**src/rtl/trace_capture_ctrl.sv**
```systemverilog
// Configurable multi-channel trace acquisition controller: waits a post-trigger offset,
// then writes a decimated window of sensor samples to trace memory and hands off via done/ack.
module trace_capture_ctrl #(
    parameter int NUM_CH   = 4,
    parameter int SAMPLE_W = 8,
    parameter int DEPTH    = 1024,
    parameter int ADDR_W   = 16,
    parameter int OFFSET_W = 16,
    parameter int DECIM_W  = 4,
    localparam int CH_W    = (NUM_CH > 1) ? $clog2(NUM_CH) : 1
) (
    input  logic                       clk,
    input  logic                       rst,
    input  logic                       cfg_wr,
    input  logic [OFFSET_W-1:0]        cfg_offset,
    input  logic [ADDR_W-1:0]          cfg_len,
    input  logic [DECIM_W-1:0]         cfg_decim,
    input  logic                       cfg_mode,
    input  logic [CH_W-1:0]            cfg_ch,
    input  logic                       arm,
    input  logic                       trigger,
    input  logic [NUM_CH*SAMPLE_W-1:0] sample_in,
    output logic                       mem_w_en,
    output logic [ADDR_W-1:0]          mem_w_addr,
    output logic [SAMPLE_W-1:0]        mem_w_data,
    output logic                       busy,
    output logic                       done,
    input  logic                       done_ack,
    output logic                       cfg_clamped,
    output logic                       retrig
);

    localparam int PW = ADDR_W + CH_W + 1;

    typedef enum logic [2:0] {
        ST_IDLE    = 3'd0,
        ST_ARMED   = 3'd1,
        ST_DELAY   = 3'd2,
        ST_CAPTURE = 3'd3,
        ST_DONE    = 3'd4
    } state_t;

    state_t                state_q, state_d;
    logic [OFFSET_W-1:0]   offset_q, offset_d;
    logic [DECIM_W-1:0]    decim_q, decim_d;
    logic                  mode_q, mode_d;
    logic [CH_W-1:0]       ch_q, ch_d;
    logic [PW-1:0]         tot_q, tot_d;
    logic                  cfg_clamped_q, cfg_clamped_d;
    logic                  retrig_q, retrig_d;
    logic [OFFSET_W-1:0]   dly_q, dly_d;
    logic [DECIM_W-1:0]    dec_q, dec_d;
    logic [CH_W-1:0]       ptr_q, ptr_d;
    logic [PW-1:0]         issued_q, issued_d;
    logic                  mem_w_en_q, mem_w_en_d;
    logic [ADDR_W-1:0]     mem_w_addr_q, mem_w_addr_d;
    logic [SAMPLE_W-1:0]   mem_w_data_q, mem_w_data_d;
    logic                  busy_q, busy_d;
    logic                  done_q, done_d;

    logic [PW-1:0]         len_eff_s;
    logic [PW-1:0]         prod_s;
    logic                  kept_s;
    logic                  last_wr_s;

    // Next-state, counter and output computation for the whole controller.
    always_comb begin
        state_d       = state_q;
        offset_d      = offset_q;
        decim_d       = decim_q;
        mode_d        = mode_q;
        ch_d          = ch_q;
        tot_d         = tot_q;
        cfg_clamped_d = cfg_clamped_q;
        retrig_d      = retrig_q;
        dly_d         = dly_q;
        dec_d         = dec_q;
        ptr_d         = ptr_q;
        issued_d      = issued_q;
        mem_w_en_d    = 1'b0;
        mem_w_addr_d  = mem_w_addr_q;
        mem_w_data_d  = mem_w_data_q;

        len_eff_s = (cfg_len == {ADDR_W{1'b0}}) ? PW'(DEPTH) : PW'(cfg_len);
        prod_s    = cfg_mode ? (len_eff_s * PW'(NUM_CH)) : len_eff_s;
        // A kept tick is only issued while writes remain, so the final write cycle issues nothing.
        kept_s    = (state_q == ST_CAPTURE) && (dec_q == {DECIM_W{1'b0}}) && (issued_q != tot_q);
        last_wr_s = mem_w_en_q && (PW'(mem_w_addr_q) == (tot_q - PW'(1)));

        case (state_q)
            ST_IDLE: begin
                if (cfg_wr) begin
                    offset_d = cfg_offset;
                    decim_d  = cfg_decim;
                    mode_d   = cfg_mode;
                    ch_d     = cfg_ch;
                    if (prod_s > PW'(DEPTH)) begin
                        tot_d         = PW'(DEPTH);
                        cfg_clamped_d = 1'b1;
                    end else begin
                        tot_d         = prod_s;
                        cfg_clamped_d = 1'b0;
                    end
                end else begin
                    tot_d = tot_q;
                end
                if (arm) begin
                    state_d  = ST_ARMED;
                    retrig_d = 1'b0;
                end else begin
                    state_d = ST_IDLE;
                end
            end
            ST_ARMED: begin
                if (trigger) begin
                    if (offset_q != {OFFSET_W{1'b0}}) begin
                        state_d = ST_DELAY;
                        dly_d   = offset_q - OFFSET_W'(1);
                    end else begin
                        state_d      = ST_CAPTURE;
                        dec_d        = {DECIM_W{1'b0}};
                        ptr_d        = mode_q ? {CH_W{1'b0}} : ch_q;
                        issued_d     = {PW{1'b0}};
                        mem_w_addr_d = {ADDR_W{1'b0}};
                    end
                end else begin
                    state_d = ST_ARMED;
                end
            end
            ST_DELAY: begin
                if (trigger) begin
                    retrig_d = 1'b1;
                end else begin
                    retrig_d = retrig_q;
                end
                if (dly_q == {OFFSET_W{1'b0}}) begin
                    state_d      = ST_CAPTURE;
                    dec_d        = {DECIM_W{1'b0}};
                    ptr_d        = mode_q ? {CH_W{1'b0}} : ch_q;
                    issued_d     = {PW{1'b0}};
                    mem_w_addr_d = {ADDR_W{1'b0}};
                end else begin
                    dly_d = dly_q - OFFSET_W'(1);
                end
            end
            ST_CAPTURE: begin
                if (trigger) begin
                    retrig_d = 1'b1;
                end else begin
                    retrig_d = retrig_q;
                end
                dec_d = (dec_q == decim_q) ? {DECIM_W{1'b0}} : (dec_q + DECIM_W'(1));
                if (kept_s) begin
                    mem_w_en_d   = 1'b1;
                    mem_w_data_d = sample_in[ptr_q*SAMPLE_W +: SAMPLE_W];
                    issued_d     = issued_q + PW'(1);
                    if (mode_q) begin
                        ptr_d = (ptr_q == CH_W'(NUM_CH - 1)) ? {CH_W{1'b0}} : (ptr_q + CH_W'(1));
                    end else begin
                        ptr_d = ptr_q;
                    end
                end else begin
                    mem_w_en_d = 1'b0;
                end
                if (last_wr_s) begin
                    state_d = ST_DONE;
                end else if (mem_w_en_q) begin
                    mem_w_addr_d = mem_w_addr_q + ADDR_W'(1);
                end else begin
                    mem_w_addr_d = mem_w_addr_q;
                end
            end
            ST_DONE: begin
                if (done_ack) begin
                    state_d = ST_IDLE;
                end else begin
                    state_d = ST_DONE;
                end
            end
            default: begin
                state_d = ST_IDLE;
            end
        endcase

        busy_d = (state_d == ST_ARMED) || (state_d == ST_DELAY) || (state_d == ST_CAPTURE);
        done_d = (state_d == ST_DONE);
    end

    // State, configuration and registered outputs; reset discards any partial capture.
    always_ff @(posedge clk) begin
        if (rst) begin
            state_q       <= ST_IDLE;
            offset_q      <= {OFFSET_W{1'b0}};
            decim_q       <= {DECIM_W{1'b0}};
            mode_q        <= 1'b0;
            ch_q          <= {CH_W{1'b0}};
            tot_q         <= PW'(DEPTH);
            cfg_clamped_q <= 1'b0;
            retrig_q      <= 1'b0;
            dly_q         <= {OFFSET_W{1'b0}};
            dec_q         <= {DECIM_W{1'b0}};
            ptr_q         <= {CH_W{1'b0}};
            issued_q      <= {PW{1'b0}};
            mem_w_en_q    <= 1'b0;
            mem_w_addr_q  <= {ADDR_W{1'b0}};
            mem_w_data_q  <= {SAMPLE_W{1'b0}};
            busy_q        <= 1'b0;
            done_q        <= 1'b0;
        end else begin
            state_q       <= state_d;
            offset_q      <= offset_d;
            decim_q       <= decim_d;
            mode_q        <= mode_d;
            ch_q          <= ch_d;
            tot_q         <= tot_d;
            cfg_clamped_q <= cfg_clamped_d;
            retrig_q      <= retrig_d;
            dly_q         <= dly_d;
            dec_q         <= dec_d;
            ptr_q         <= ptr_d;
            issued_q      <= issued_d;
            mem_w_en_q    <= mem_w_en_d;
            mem_w_addr_q  <= mem_w_addr_d;
            mem_w_data_q  <= mem_w_data_d;
            busy_q        <= busy_d;
            done_q        <= done_d;
        end
    end

    assign mem_w_en    = mem_w_en_q;
    assign mem_w_addr  = mem_w_addr_q;
    assign mem_w_data  = mem_w_data_q;
    assign busy        = busy_q;
    assign done        = done_q;
    assign cfg_clamped = cfg_clamped_q;
    assign retrig      = retrig_q;

endmodule

```
**config.mk**
```make
export PLATFORM = sky130hd
export DESIGN_NAME = trace_capture_ctrl
export DESIGN_NICKNAME = d
export VERILOG_FILES = /design/src/rtl/trace_capture_ctrl.sv
export SDC_FILE = /design/constraint.sdc
export NUM_CORES = 1
export LEC_CHECK = 0
export ABC_AREA = 0
export BUFFER_PORTS_ARGS = -buffer_cell sky130_fd_sc_hd__buf_2
export CAP_MARGIN = 15
export CELL_PAD_IN_SITES_DETAIL_PLACEMENT = 1
export CELL_PAD_IN_SITES_GLOBAL_PLACEMENT = 1
export CORE_UTILIZATION = 42
export DETAILED_ROUTE_END_ITERATION = 10
export GPL_TIMING_DRIVEN = 1
export PLACE_DENSITY_LB_ADDON = 0.3
export SLEW_MARGIN = 20
export SYNTH_ARGS = -nofsm -noshare
export SYNTH_HDL_FRONTEND = slang
export SYNTH_SLANG_ARGS = --single-unit
export TNS_END_PERCENT = 100
```
**constraint.sdc**
```tcl
create_clock -name clk -period 3.7 [get_ports clk]
set_input_delay 0.555 -clock clk [delete_from_list [all_inputs] [get_ports clk]]
set_output_delay 0.555 -clock clk [all_outputs]
set_load 0.1 [all_outputs]
```
Word-level counts from Yosys, hierarchy flattened
Cells that the tools add are included.
{"block": "classes", "addsub": 7, "n_mul": 0, "div_mod_pow": 0, "n_lt_le_gt_ge": 1, "eq_ne": 23, "shift": 1, "mux": 43, "bitwise": 1, "reduce_logical": 23}
{"op": "$mux 16", "count": 9}
{"op": "$mux 19", "count": 4}
{"op": "$pmux 19 s3", "count": 1}
{"op": "$pmux 16 s3", "count": 1}
{"op": "$mux 18", "count": 2}
{"op": "$logic_not 16->1", "count": 2}
{"op": "$pmux 16 s2", "count": 1}
{"op": "$shiftx 32x6->8", "count": 1}
{"op": "$sub 16x1->16 const B", "count": 2}
{"op": "$ne 2x2->1 const B", "count": 10}
{"op": "$add 19x1->19 const B", "count": 1}
{"op": "$eq 16x19->1", "count": 1}
{"op": "$ne 19x19->1", "count": 1}
{"op": "$sub 19x1->19 const B", "count": 1}
{"op": "$gt 18x11->1 const B", "count": 1}
{"op": "$add 16x1->16 const B", "count": 1}
{"op": "$mux 4", "count": 4}
{"op": "$reduce_bool 16->1", "count": 1}
{"op": "$pmux 3 s5", "count": 1}
{"op": "$mux 2", "count": 7}
{"op": "$eq 3x2->1 const B", "count": 4}
{"op": "$mux 3", "count": 4}
{"op": "$pmux 4 s3", "count": 1}
{"op": "$reduce_and 6->1", "count": 2}
{"op": "22 further kinds", "count": 36}
{"block": "totals", "ff_bits": 115, "latch_bits": 0, "mem_bits_rw": 0, "mem_bits_ro": 0, "inputBits": 77, "out_inout_bits": 29, "wordCells": 116, "n_memories": 0}

Longest topological paths before layout
Gate-level depths: netlist (run 1).
{"block": "depth", "word_depth": 8, "ltp_mapped": 13, "depth_no_buf": 10}

Worst setup path after synthesis (run 1)
No wires, ideal clock.
{"block": "synth_timing", "path_type": "register to register", "start": "register state_q[1]", "end": "register dly_q[14]", "setup_ps": 70, "arrival_ps": 3269, "required_time_ps": 3630, "path_slack_ps": 361, "path_stages_with_launch": 13, "path_buffers": 4, "synth_period_minus_slack_ps": 3339, "path_cell_list": "dfxtp_1 > clkbuf_1 > nor3b_1 > clkbuf_1 > clkbuf_1 > mux2i_1 > ha_1 > o21ai_0 > or2_2 > clkbuf_1 > nor2_1 > mux2_2 > a21oi_1"}
{"block": "synth_between", "elab_chain_cells": 3, "word_cells_on_any_way": 8, "classes_between": "eq/ne: 5; mux: 1; reduce/logical: 2"}
{"element": "from (decl)", "line_no": "43", "rtl": "state_t state_q, state_d;"}
{"element": "from (signal assigned)", "line_no": "210", "rtl": "state_q <= state_d;"}
{"element": "$eq 3x2->1 / $eq 3x1->1 (equally long branches)", "line_no": "90", "rtl": "case (state_q)"}
{"element": "$ne 2x2->1 (no source line) / $reduce_bool 2->1 (equally long branches)"}
{"element": "$reduce_and 4->1 (no source line)"}
{"element": "to (signal assigned)", "line_no": "200", "rtl": "dly_q <= {OFFSET_W{1'b0}};"}
{"element": "to (signal assigned)", "line_no": "218", "rtl": "dly_q <= dly_d;"}
{"element": "to (decl)", "line_no": "51", "rtl": "logic [OFFSET_W-1:0] dly_q, dly_d;"}
Several ways; a longest one is shown, not always the timed one.
A chain may end at the register's enable or synchronous reset.

Final worst setup path (run 1)
{"block": "layout_timing", "start": "register tot_q[1]", "end": "register mem_w_addr_q[13] (netlist: mem_w_addr[13])"}
{"block": "layout_between", "elab_chain_cells": 5}
{"element": "from (decl)", "line_no": "48", "rtl": "logic [PW-1:0] tot_q, tot_d;"}
{"element": "from (signal assigned)", "line_no": "197", "rtl": "tot_q <= PW'(DEPTH);"}
{"element": "from (signal assigned)", "line_no": "215", "rtl": "tot_q <= tot_d;"}
{"element": "$sub 19x1->19", "line_no": "88", "rtl": "last_wr_s = mem_w_en_q && (PW'(mem_w_addr_q) == (tot_q - PW'(1)));"}
{"element": "$eq 16x19->1", "line_no": "88"}
{"element": "$logic_and 1x1->1", "line_no": "88"}
{"element": "$ne 2x2->1 (no source line)"}
{"element": "$reduce_and 6->1 (no source line)"}
{"element": "to (signal assigned)", "line_no": "205", "rtl": "mem_w_addr_q <= {ADDR_W{1'b0}};"}
{"element": "to (signal assigned)", "line_no": "223", "rtl": "mem_w_addr_q <= mem_w_addr_d;"}
{"element": "to (decl)", "line_no": "56", "rtl": "logic [ADDR_W-1:0] mem_w_addr_q, mem_w_addr_d;"}
Every way passes these cells.

==> flow_summary_export.csv, run 1 <==
group,metric,value,unit
status,status,"completed",
timing,fmax,289,MHz
layout,diodes,0,
floorplanning,core_area,15400,µm²
clock_tree,clockBufferDepth,2,
clock_tree,cts_num_sinks,114,
synth,synthCells,847,
worst_setup_path,rr_endpoint,"mem_w_addr[13]$_SDFFE_PP0P_",
global_routing,grt_overflow,0,
timing,finalClockSkew,11.2,ps
synth,synth-edff-count,0,
worst_setup_path,r2r_slack,240,ps
worst_hold_path,hold_end,"offset_q[12]$_SDFFE_PP0P_",
placement,place_ws,326,ps
placement,portBuffers,105,
clock_tree,cts_root_buf,"clkbuf_16",
floorplanning,die_w,128,µm
global_routing,grt.total_usage,0.263,
clock_tree,htree_levels,4,
routing,firstDrtPassIters,5,
worst_setup_path,cp-end-kind,"flop",
clock_tree,clk_latency,420,ps
synth,ys.flop_type,"dfxtp_1",
placement,dpl.hpwl,14800,µm
synth,synth_nets,931,
global_routing,grt_pass1_vias,6711,
routing,vias,6633,
clock_tree,cts_buffers,17,
synth,syn_area,6680,µm²
synth,seq_area_frac_synth,0.342,
worst_setup_path,critPathLaunchType,"flop",
power,power_leakage,3.05,nW
synth,yosys.cell_types.count,71,
layout,fin_nets,1021,
global_routing,grt_max_degree,53,
timing,hold_violations,0,
routing,drt_iter0_drc,404,
floorplanning,std_cell_rows,45,
timing,setup_tns,0,ps
global_routing,antenna_found_initial,0,
placement,place_congestion,0.885,
power,vdd.ir_drop.worst,0.323,mV
routing,wl,20600,µm
floorplanning,die_h,128,µm
timing,tightestPinTransition,763,ps
layout,multi_input_area,4100,µm²
timing,drv_slew,0,
clock_tree,postCtsHoldBufs,0,
routing,vias_per_cell,5.74,
routing,wire_per_inst,17.8,µm
clock_tree,postCtsSetupRepairBufs,0,
worst_setup_path,reg2reg_from,"tot_q[1]$_SDFFE_PP0P_",
timing,relSlewSlack,0.489,
worst_setup_path,crit_arrival,3800,ps
synth,ys.warnings.count,0,
worst_setup_path,reg2regPathDepth,10,
timing,timing.final.crit_share,0.935,
worst_hold_path,min_from,"cfg_offset[12]",
timing,period_minus_slack,3460,ps
floorplanning,io_pins,106,
worst_setup_path,critical_path_class,"reg -> reg",
synth,synth_seq_cells,114,
layout,nFillCells,1912,
clock_tree,clkTransAtPathRegs,60,ps
layout,seq_area,2280,µm²
floorplanning,start_util,0.435,
worst_hold_path,hold_depth,3,
routing,postRouteAntennaNets,0,
worst_setup_path,worstPathMaxFanout,18,
timing,layout_setup_ws,240,ps
worst_setup_path,worstPathRequired,4040,ps
synth,avgSynthCellArea,7.89,µm²
floorplanning,die_area,16400,µm²
routing,drc_errors,0,
clock_tree,cts-resized-gates,0,
run,drv_cap,0,
layout,drive_gt1_frac,0.196,
power,powerDensity,475,nW/µm²
layout,area_growth,19.2,%
timing,finalSetupViolCount,0,
global_routing,grt_pass1_wl,33900,µm
timing,rsz0062_at_grt,"no",
timing,fin_hold_ws,365,ps
clock_tree,cts_tree,"done",
worst_hold_path,hold_class,"in -> reg",
synth,async_flop_share,0,
sequential cells by signal, indices dropped and copies added (netlist names):
register / count
state_q: 3
ptr_q: 2
mem_w_addr: 16
decim_q: 4
offset_q: 16
ch_q: 2
issued_q: 19
retrig: 1
dly_q: 16
done: 1
dec_q: 4
cfg_clamped: 1
tot_q: 18
mem_w_en: 1
busy: 1
mem_w_data: 8
mode_q: 1
per-stage QoR:
step	power (mW)	utilization	instance area, µm²	std cells
floorplan	1.97	-	6680	847
global placement	2.21	0.482	7410	1129
detailed placement	2.23	0.482	7410	1129
CTS	3.81	0.518	7960	1156
global route	3.96	0.518	7960	1156
finish	3.78	0.518	7960	1156
worst max path at each step:
stage / endpoint / start / slack, ps / cells past startpoint
final: mem_w_addr[13]$_SDFFE_PP0P_ / tot_q[1]$_SDFFE_PP0P_ / 240 / 10
after global routing: mem_w_addr[3]$_SDFFE_PP0P_ / tot_q[1]$_SDFFE_PP0P_ / 40 / 10
after CTS: mem_w_addr[13]$_SDFFE_PP0P_ / tot_q[1]$_SDFFE_PP0P_ / 280 / 10
after detailed placement: mem_w_addr[11]$_SDFFE_PP0P_ / tot_q[1]$_SDFFE_PP0P_ / 330 / 10
after global placement: mem_w_addr[1]$_SDFFE_PP0P_ / tot_q[1]$_SDFFE_PP0P_ / 520 / 10
after floorplan: dly_q[14]$_SDFFE_PP0P_ / state_q[1]$_SDFF_PP0_ / 360 / 12
layout make-up:
class / count / share of cell area
Clock buffer: 20 / 0.0574
Clock inverter: 7 / 0.0110
Inverter: 24 / 0.0113
Multi-Input combinational cell: 655 / 0.515
Sequential cell: 114 / 0.287
Tap cell: 211 / 0.0332
Timing Repair Buffer: 125 / 0.0849
cell usage after synthesis, types with 5 or more instances:
master    count  area (µm²)
nand3_1      21         105
a211oi_1      6        45.0
nand4_1      15        93.8
a21oi_1      61         305
nor2b_1       5        31.3
nor3_1       41         205
mux2i_1      15         150
xor2_1       22         193
nor4_1       14        87.6
mux4_2        8         180
a21o_1        7        52.6
nand2_1      93         349
and3_1        6        37.5
inv_1        24        90.1
xnor2_1      39         342
a22oi_1      12        90.1
mux2_2        9         101
o21ai_0      44         220
nand2b_1      5        31.3
o211ai_1      5        37.5
nand3b_1      5        37.5
or3_1        20         125
and2_1        9        56.3
dfxtp_1     114        2280
a31oi_1       5        31.3
clkbuf_1     47         176
nor2_1       99         372
ha_1          7        87.6
or4_1        17         128
kinds of logic (layout without fill, tap and decap cells):
group,after synthesis,count (layout),synth area share
buffers and inverters,78,176,0.0463
XOR/XNOR,62,62,0.0824
flip-flops,114,114,0.342
adder cells (fa/ha/maj),7,7,0.0131
AND/OR/NAND/NOR,369,369,0.273
multiplexers,32,32,0.0646
AO/OA/AOI/OAI,185,185,0.179
where the power goes:
part / switching (mW) / internal [mW]
combinational: 0.499 / 0.323
sequential: 0.0957 / 1.30
clock: 0.568 / 1.00
metal layers:
metal	share of wire	global-route usage	up-vias
li1	-	-	3222
met1	0.44	0.324	3259
met2	0.50	0.450	128
met3	0.037	0.0538	24
met4	0.017	0.103	0
met5	0	0	-
cells in the final DEF (no fill, tap or decap), types with 5 or more instances in the layout:
cell type | synthesis | routed
o21ai_0 | 44 | 44
mux2_2 | 9 | 9
xor2_1 | 22 | 22
nor3_1 | 41 | 41
mux2i_1 | 15 | 15
nand3b_1 | 5 | 5
or3_1 | 20 | 20
nand2b_1 | 5 | 5
mux4_2 | 8 | 8
and2_1 | 9 | 9
nand4_1 | 15 | 15
nand2_1 | 93 | 93
a21o_1 | 7 | 7
a22oi_1 | 12 | 12
or4_1 | 17 | 17
and3_1 | 6 | 6
o211ai_1 | 5 | 5
nand3_1 | 21 | 21
a31oi_1 | 5 | 5
dfxtp_1 | 114 | 114
nor2b_1 | 5 | 5
buf_2 | 1 | 105
nor2_1 | 99 | 99
inv_1 | 24 | 24
xnor2_1 | 39 | 39
buf_4 | 2 | 20
nor4_1 | 14 | 13
ha_1 | 7 | 7
a211oi_1 | 6 | 6
a21oi_1 | 61 | 60
clkbuf_16 | 0 | 17
critical path: stages, from the launching register on:
cell and delay [ps]:
dfxtp_1 510, inv_1 100, ha_1 340, o21ba_2 260
a221o_1 370, a2111oi_0 420, o2111ai_1 240, a2111oi_4 300
a21o_1 480, o21ai_0 180, a21oi_1 170
Power figures use the tool's default switching activity.
==> run 2: changes to the inputs <==
Settings changed: CELL_PAD_IN_SITES_DETAIL_PLACEMENT 1 to default, CELL_PAD_IN_SITES_GLOBAL_PLACEMENT 1 to default, CORE_UTILIZATION 42 to 61.
Clock period 3.7 ns to 4.35 ns, I/O delays scaled along.
==> flow_summary_export.csv, run 2 (synthesis gave the netlist of run 1 again) <==
group,metric,value,unit
timing,rsz0062_at_grt,"no",
power,combPwrFrac,0.200,
power,p_clk_frac,0.451,
layout,drive_gt1_frac,0.190,
routing,drc_errors,0,
worst_hold_path,hold_class,"in -> reg",
placement,dpl.hpwl,12900,µm
layout,final_common_cell,"dfxtp_1",
clock_tree,postCtsSetupRepairBufs,0,
power,sw_frac_of_total,0.302,
worst_setup_path,critical_path_class,"reg -> reg",
power,vdd.ir_drop.worst,0.320,mV
global_routing,antenna_found_initial,0,
timing,tightestPinTransition,887,ps
worst_setup_path,crit_arrival,4070,ps
worst_setup_path,timing.critical_path.from,"tot_q[0]$_SDFFE_PP0P_",
floorplanning,die_area,11400,µm²
global_routing,grt_max_degree,86,
worst_setup_path,r2r_slack,740,ps
routing,firstDrtPassIters,7,
routing,drt_iter0_drc,704,
power,p_int,2.36,mW
floorplanning,die_w,107,µm
clock_tree,clk_latency,540,ps
clock_tree,cts_root_buf,"clkbuf_8",
power,p_total,3.37,mW
clock_tree,clkTransAtPathRegs,60,ps
power,p_seq_frac,0.350,
clock_tree,htree_levels,4,
timing,fmax,277,MHz
clock_tree,cts_buffers,17,
placement,portBuffers,105,
layout,diodes,0,
layout,fin_nets,1011,
layout,area_growth,18.0,%
clock_tree,cts-resized-gates,0,
routing,postRouteAntennaNets,0,
timing,period_minus_slack,3610,ps
timing,hold_violations,0,
floorplanning,core_area,10500,µm²
worst_setup_path,worstPathRequired,4810,ps
clock_tree,cts_tree,"done",
clock_tree,cts_num_sinks,114,
clock_tree,postCtsHoldBufs,0,
routing,wl,18600,µm
routing,wire_per_inst,17.3,µm
timing,timing.final.crit_share,0.829,
run,drv_cap,0,
layout,regMostFlops,"issued_q",
global_routing,grt_pass1_wl,30800,µm
global_routing,grt_overflow,0,
global_routing,grt.total_usage,0.345,
worst_setup_path,critPathLaunchType,"flop",
layout,largest_reg_flops,19,
worst_setup_path,rr_endpoint,"mem_w_addr[12]$_SDFFE_PP0P_",
worst_setup_path,worstPathMaxFanout,18,
power,p_switching,1.02,mW
timing,relSlewSlack,0.408,
status,status,"completed",
layout,reg_top3,"issued_q (19), tot_q (18)",
floorplanning,std_cell_rows,37,
worst_setup_path,cp-end-kind,"flop",
routing,vias_per_cell,6.27,
timing,drv_slew,0,
worst_setup_path,critical_path.endpoint,"mem_w_addr[12]$_SDFFE_PP0P_",
layout,layout_common_cells,"dfxtp_1 (114), buf_2 (105), nor2_1 (99)",
worst_setup_path,reg2regPathDepth,10,
floorplanning,start_util,0.638,
routing,vias,6746,
timing,finalSetupViolCount,0,
worst_setup_path,reg2reg_from,"tot_q[0]$_SDFFE_PP0P_",
floorplanning,die_h,107,µm
clock_tree,clockBufferDepth,2,
floorplanning,io_pins,106,
timing,setup_tns,0,ps
timing,finalClockSkew,5.11,ps
power,power_leakage,3.04,nW
placement,place_congestion,0.920,
placement,dp.cells,1044,
global_routing,grt_pass1_vias,6513,
power,powerDensity,428,nW/µm²
layout,final_cell_count_no_fill,1076,
## run 2: critical path, stage by stage (launching register included)
cell and delay, ps:
dfxtp_1 560, inv_1 90, ha_1 340, o21ba_2 250, a221o_1 360, a2111oi_0 500
o2111ai_1 270, a2111oi_4 340, a21o_1 470, o21ai_0 190, a21oi_1 160
## run 2: layout make-up
class	instances	area (µm²)
clock inverters	15	231
fillers	765	2580
repair buffers	115	601
inverters	24	90.1
clock buffers	17	414
flip-flops and latches	114	2280
well taps	136	170
multi-input cells	655	4090
## run 2: power by group through the flow
| stage | Combinational (mW) | Clock, mW | Sequential [mW] |
|---|---|---|---|
| global placement | 0.631 | 0 | 1.19 |
| CTS | 0.662 | 1.52 | 1.18 |
| detailed placement | 0.652 | 0 | 1.20 |
| global route | 0.742 | 1.58 | 1.19 |
| finish | 0.673 | 1.52 | 1.18 |
| floorplan | 0.472 | 0 | 1.20 |
## run 2: worst min path at each step
stage,from,to,cells past startpoint
2_1_floorplan,ch_q[0]$_SDFFE_PP0P_,ch_q[0]$_SDFFE_PP0P_,2
3_3_place_gp,ch_q[0]$_SDFFE_PP0P_,ch_q[0]$_SDFFE_PP0P_,2
3_5_place_dp,ch_q[1]$_SDFFE_PP0P_,ch_q[1]$_SDFFE_PP0P_,2
4_1_cts,cfg_offset[9],offset_q[9]$_SDFFE_PP0P_,3
5_1_grt,cfg_offset[6],offset_q[6]$_SDFFE_PP0P_,3
6_report,cfg_offset[12],offset_q[12]$_SDFFE_PP0P_,3
## run 2: metal layers
layer / track usage / vias up / routed length [µm]
met1: 0.417 / 3171 / 7640
met2: 0.572 / 281 / 9000
met3: 0.0675 / 77 / 1180
li1: - / 3217 / -
met5: 0 / - / 0
met4: 0.194 / 0 / 779
## run 2: through the flow
stage               instance area (µm²)   util  worst slack, ps  hold slack (ps)
finish                             7880  0.753              742              340
global route                       7880  0.753              506              347
CTS                                7880  0.753              847              341
detailed placement                 7240  0.692              873              453
global placement                   7240  0.692              975              449
floorplan                          6680      -             1010              436
==> run 3: changes to the inputs <==
Settings changed: CORE_UTILIZATION 61 to 57.
Clock period 4.35 ns to 3.65 ns, I/O delays scaled along.
==> flow_summary_export.csv, run 3 (synthesis gave the netlist of run 1 again) <==
group,metric,value,unit
status,status,"completed",
clock_tree,cts_root_buf,"clkbuf_16",
floorplanning,std_cell_rows,39,
placement,place_ws,369,ps
layout,reg_top3,"issued_q (19), tot_q (18)",
floorplanning,die_area,12200,µm²
clock_tree,clkTransAtPathRegs,50,ps
placement,portBuffers,105,
timing,relSlewSlack,0.426,
floorplanning,start_util,0.585,
worst_setup_path,crit_chain,"inv_1, ha_1, o21ba_2, a221o_1, a2111oi_0, o2111ai_1, a2111oi_4, a21oi_2, or4b_1, o41ai_1",
power,powerDensity,472,nW/µm²
routing,wl,17100,µm
placement,dpl.hpwl,12100,µm
timing,setup_tns,0,ps
timing,hold_violations,0,
timing,timing.final.crit_share,0.910,
routing,firstDrtPassIters,5,
clock_tree,postCtsHoldBufs,0,
worst_setup_path,crit_path_top_delay_cell,"dfxtp_1",
layout,diodes,0,
placement,place_area,7320,µm²
worst_setup_path,path_delay_family,"compound AO/OA/AOI/OAI gates",
worst_hold_path,hold_class,"in -> reg",
routing,wire_per_inst,15.7,µm
timing,period_minus_slack,3320,ps
global_routing,grt_overflow,0,
layout,largest_reg_flops,19,
run,drv_cap,0,
layout,final_cell_count_no_fill,1091,
worst_setup_path,crit_arrival,3630,ps
layout,final_core_util,0.687,
floorplanning,die_w,110,µm
worst_setup_path,worstPathMaxFanout,11,
layout,area_growth,17.4,%
timing,finalClockSkew,11.1,ps
clock_tree,cts_num_sinks,114,
layout,nFillCells,982,
clock_tree,postCtsSetupRepairBufs,0,
routing,drt_iter0_drc,521,
layout,design_area,7840,µm²
global_routing,grt_pass1_wl,27500,µm
timing,drv_slew,0,
worst_setup_path,max_stage_delay,500,ps
worst_setup_path,reg2regPathDepth,10,
worst_setup_path,r2r_slack,330,ps
power,power_leakage,3.04,nW
clock_tree,cts_buffers,17,
timing,layout_setup_ws,329,ps
clock_tree,clk_latency,420,ps
power,vdd.ir_drop.worst,0.345,mV
worst_setup_path,critical_path_class,"reg -> reg",
floorplanning,io_pins,106,
routing,drc_errors,0,
worst_setup_path,path_buf_inv,1,
worst_setup_path,timing.critical_path.from,"tot_q[1]$_SDFFE_PP0P_",
routing,vias_per_cell,5.98,
worst_setup_path,reg2reg_from,"tot_q[1]$_SDFFE_PP0P_",
clock_tree,cts-resized-gates,0,
clock_tree,clockBufferDepth,2,
floorplanning,die_h,110,µm
timing,tightestPinTransition,860,ps
floorplanning,core_area,11400,µm²
worst_setup_path,critPathLaunchType,"flop",
worst_hold_path,hold_depth,3,
global_routing,antenna_found_initial,0,
layout,drive_gt1_frac,0.192,
routing,vias,6519,
global_routing,grt.total_usage,0.293,
power,p_total,3.70,mW
timing,finalSetupViolCount,0,
worst_setup_path,cp-end-kind,"flop",
timing,fmax,301,MHz
timing,rsz0062_at_grt,"no",
global_routing,grt_max_degree,86,
worst_hold_path,hold_end,"offset_q[0]$_SDFFE_PP0P_",
layout,fin_nets,1020,
worst_hold_path,min_from,"cfg_offset[0]",
timing,fin_hold_ws,362,ps
layout,final_common_cell,"dfxtp_1",
placement,dp.cells,1060,
clock_tree,htree_levels,4,
global_routing,grt_pass1_vias,5791,
placement,place_congestion,0.943,
clock_tree,cts_tree,"done",
routing,postRouteAntennaNets,0,
worst_setup_path,rr_endpoint,"mem_w_addr[0]$_SDFFE_PP0P_",
layout,regMostFlops,"issued_q",
worst_setup_path,worstPathRequired,3960,ps
layout,layout_common_cells,"dfxtp_1 (114), buf_2 (105), nor2_1 (99)",
## run 3: cell types whose count changed in the layout (fill, tap and decap cells not counted), moves of 2 or more
| cell | change |
|---|---|
| buf_4 | +9 |
| clkbuf_1 | +6 |
| clkinv_2 | +5 |
| bufinv_16 | -4 |
| clkinv_4 | -4 |
| inv_6 | -3 |
| clkinvlp_4 | -2 |
## run 3: how the worst max path moves through the flow
stage	slack [ps]	cells after the start	to
floorplan	310	12	dly_q[14]$_SDFFE_PP0P_
global placement	500	10	mem_w_addr[1]$_SDFFE_PP0P_
detailed placement	370	10	mem_w_addr[1]$_SDFFE_PP0P_
CTS	350	10	mem_w_addr[0]$_SDFFE_PP0P_
global route	40	10	mem_w_addr[3]$_SDFFE_PP0P_
finish	330	10	mem_w_addr[0]$_SDFFE_PP0P_
## run 3: cell type report
class	instances	area (µm²)	area share
repair buffers	124	668	0.0852
clock inverters	7	60.1	0.00766
inverters	24	90.1	0.0115
multi-input cells	655	4100	0.523
clock buffers	24	462	0.0589
flip-flops and latches	114	2280	0.291
well taps	143	179	0.0228
## run 3: worst min-delay path, delay by kind of cell
family                 cells  cell delay, ps
buffers and inverters      1              90
AND/OR/NAND/NOR            1              50
AO/OA/AOI/OAI              1              50
## run 3: report_power, final
group	switching (mW)	total, mW	internal (mW)
sequential	0.0893	1.40	1.31
clock	0.553	1.49	0.939
combinational	0.482	0.807	0.325
total	1.12	3.70	2.58
## run 3: layer usage
metal  GRT usage  share of wire  up-vias
met5           0              0        -
met4       0.131          0.024        0
met3      0.0647          0.061       37
met2       0.488           0.48      239
met1       0.362           0.43     3015
li1            -              -     3228
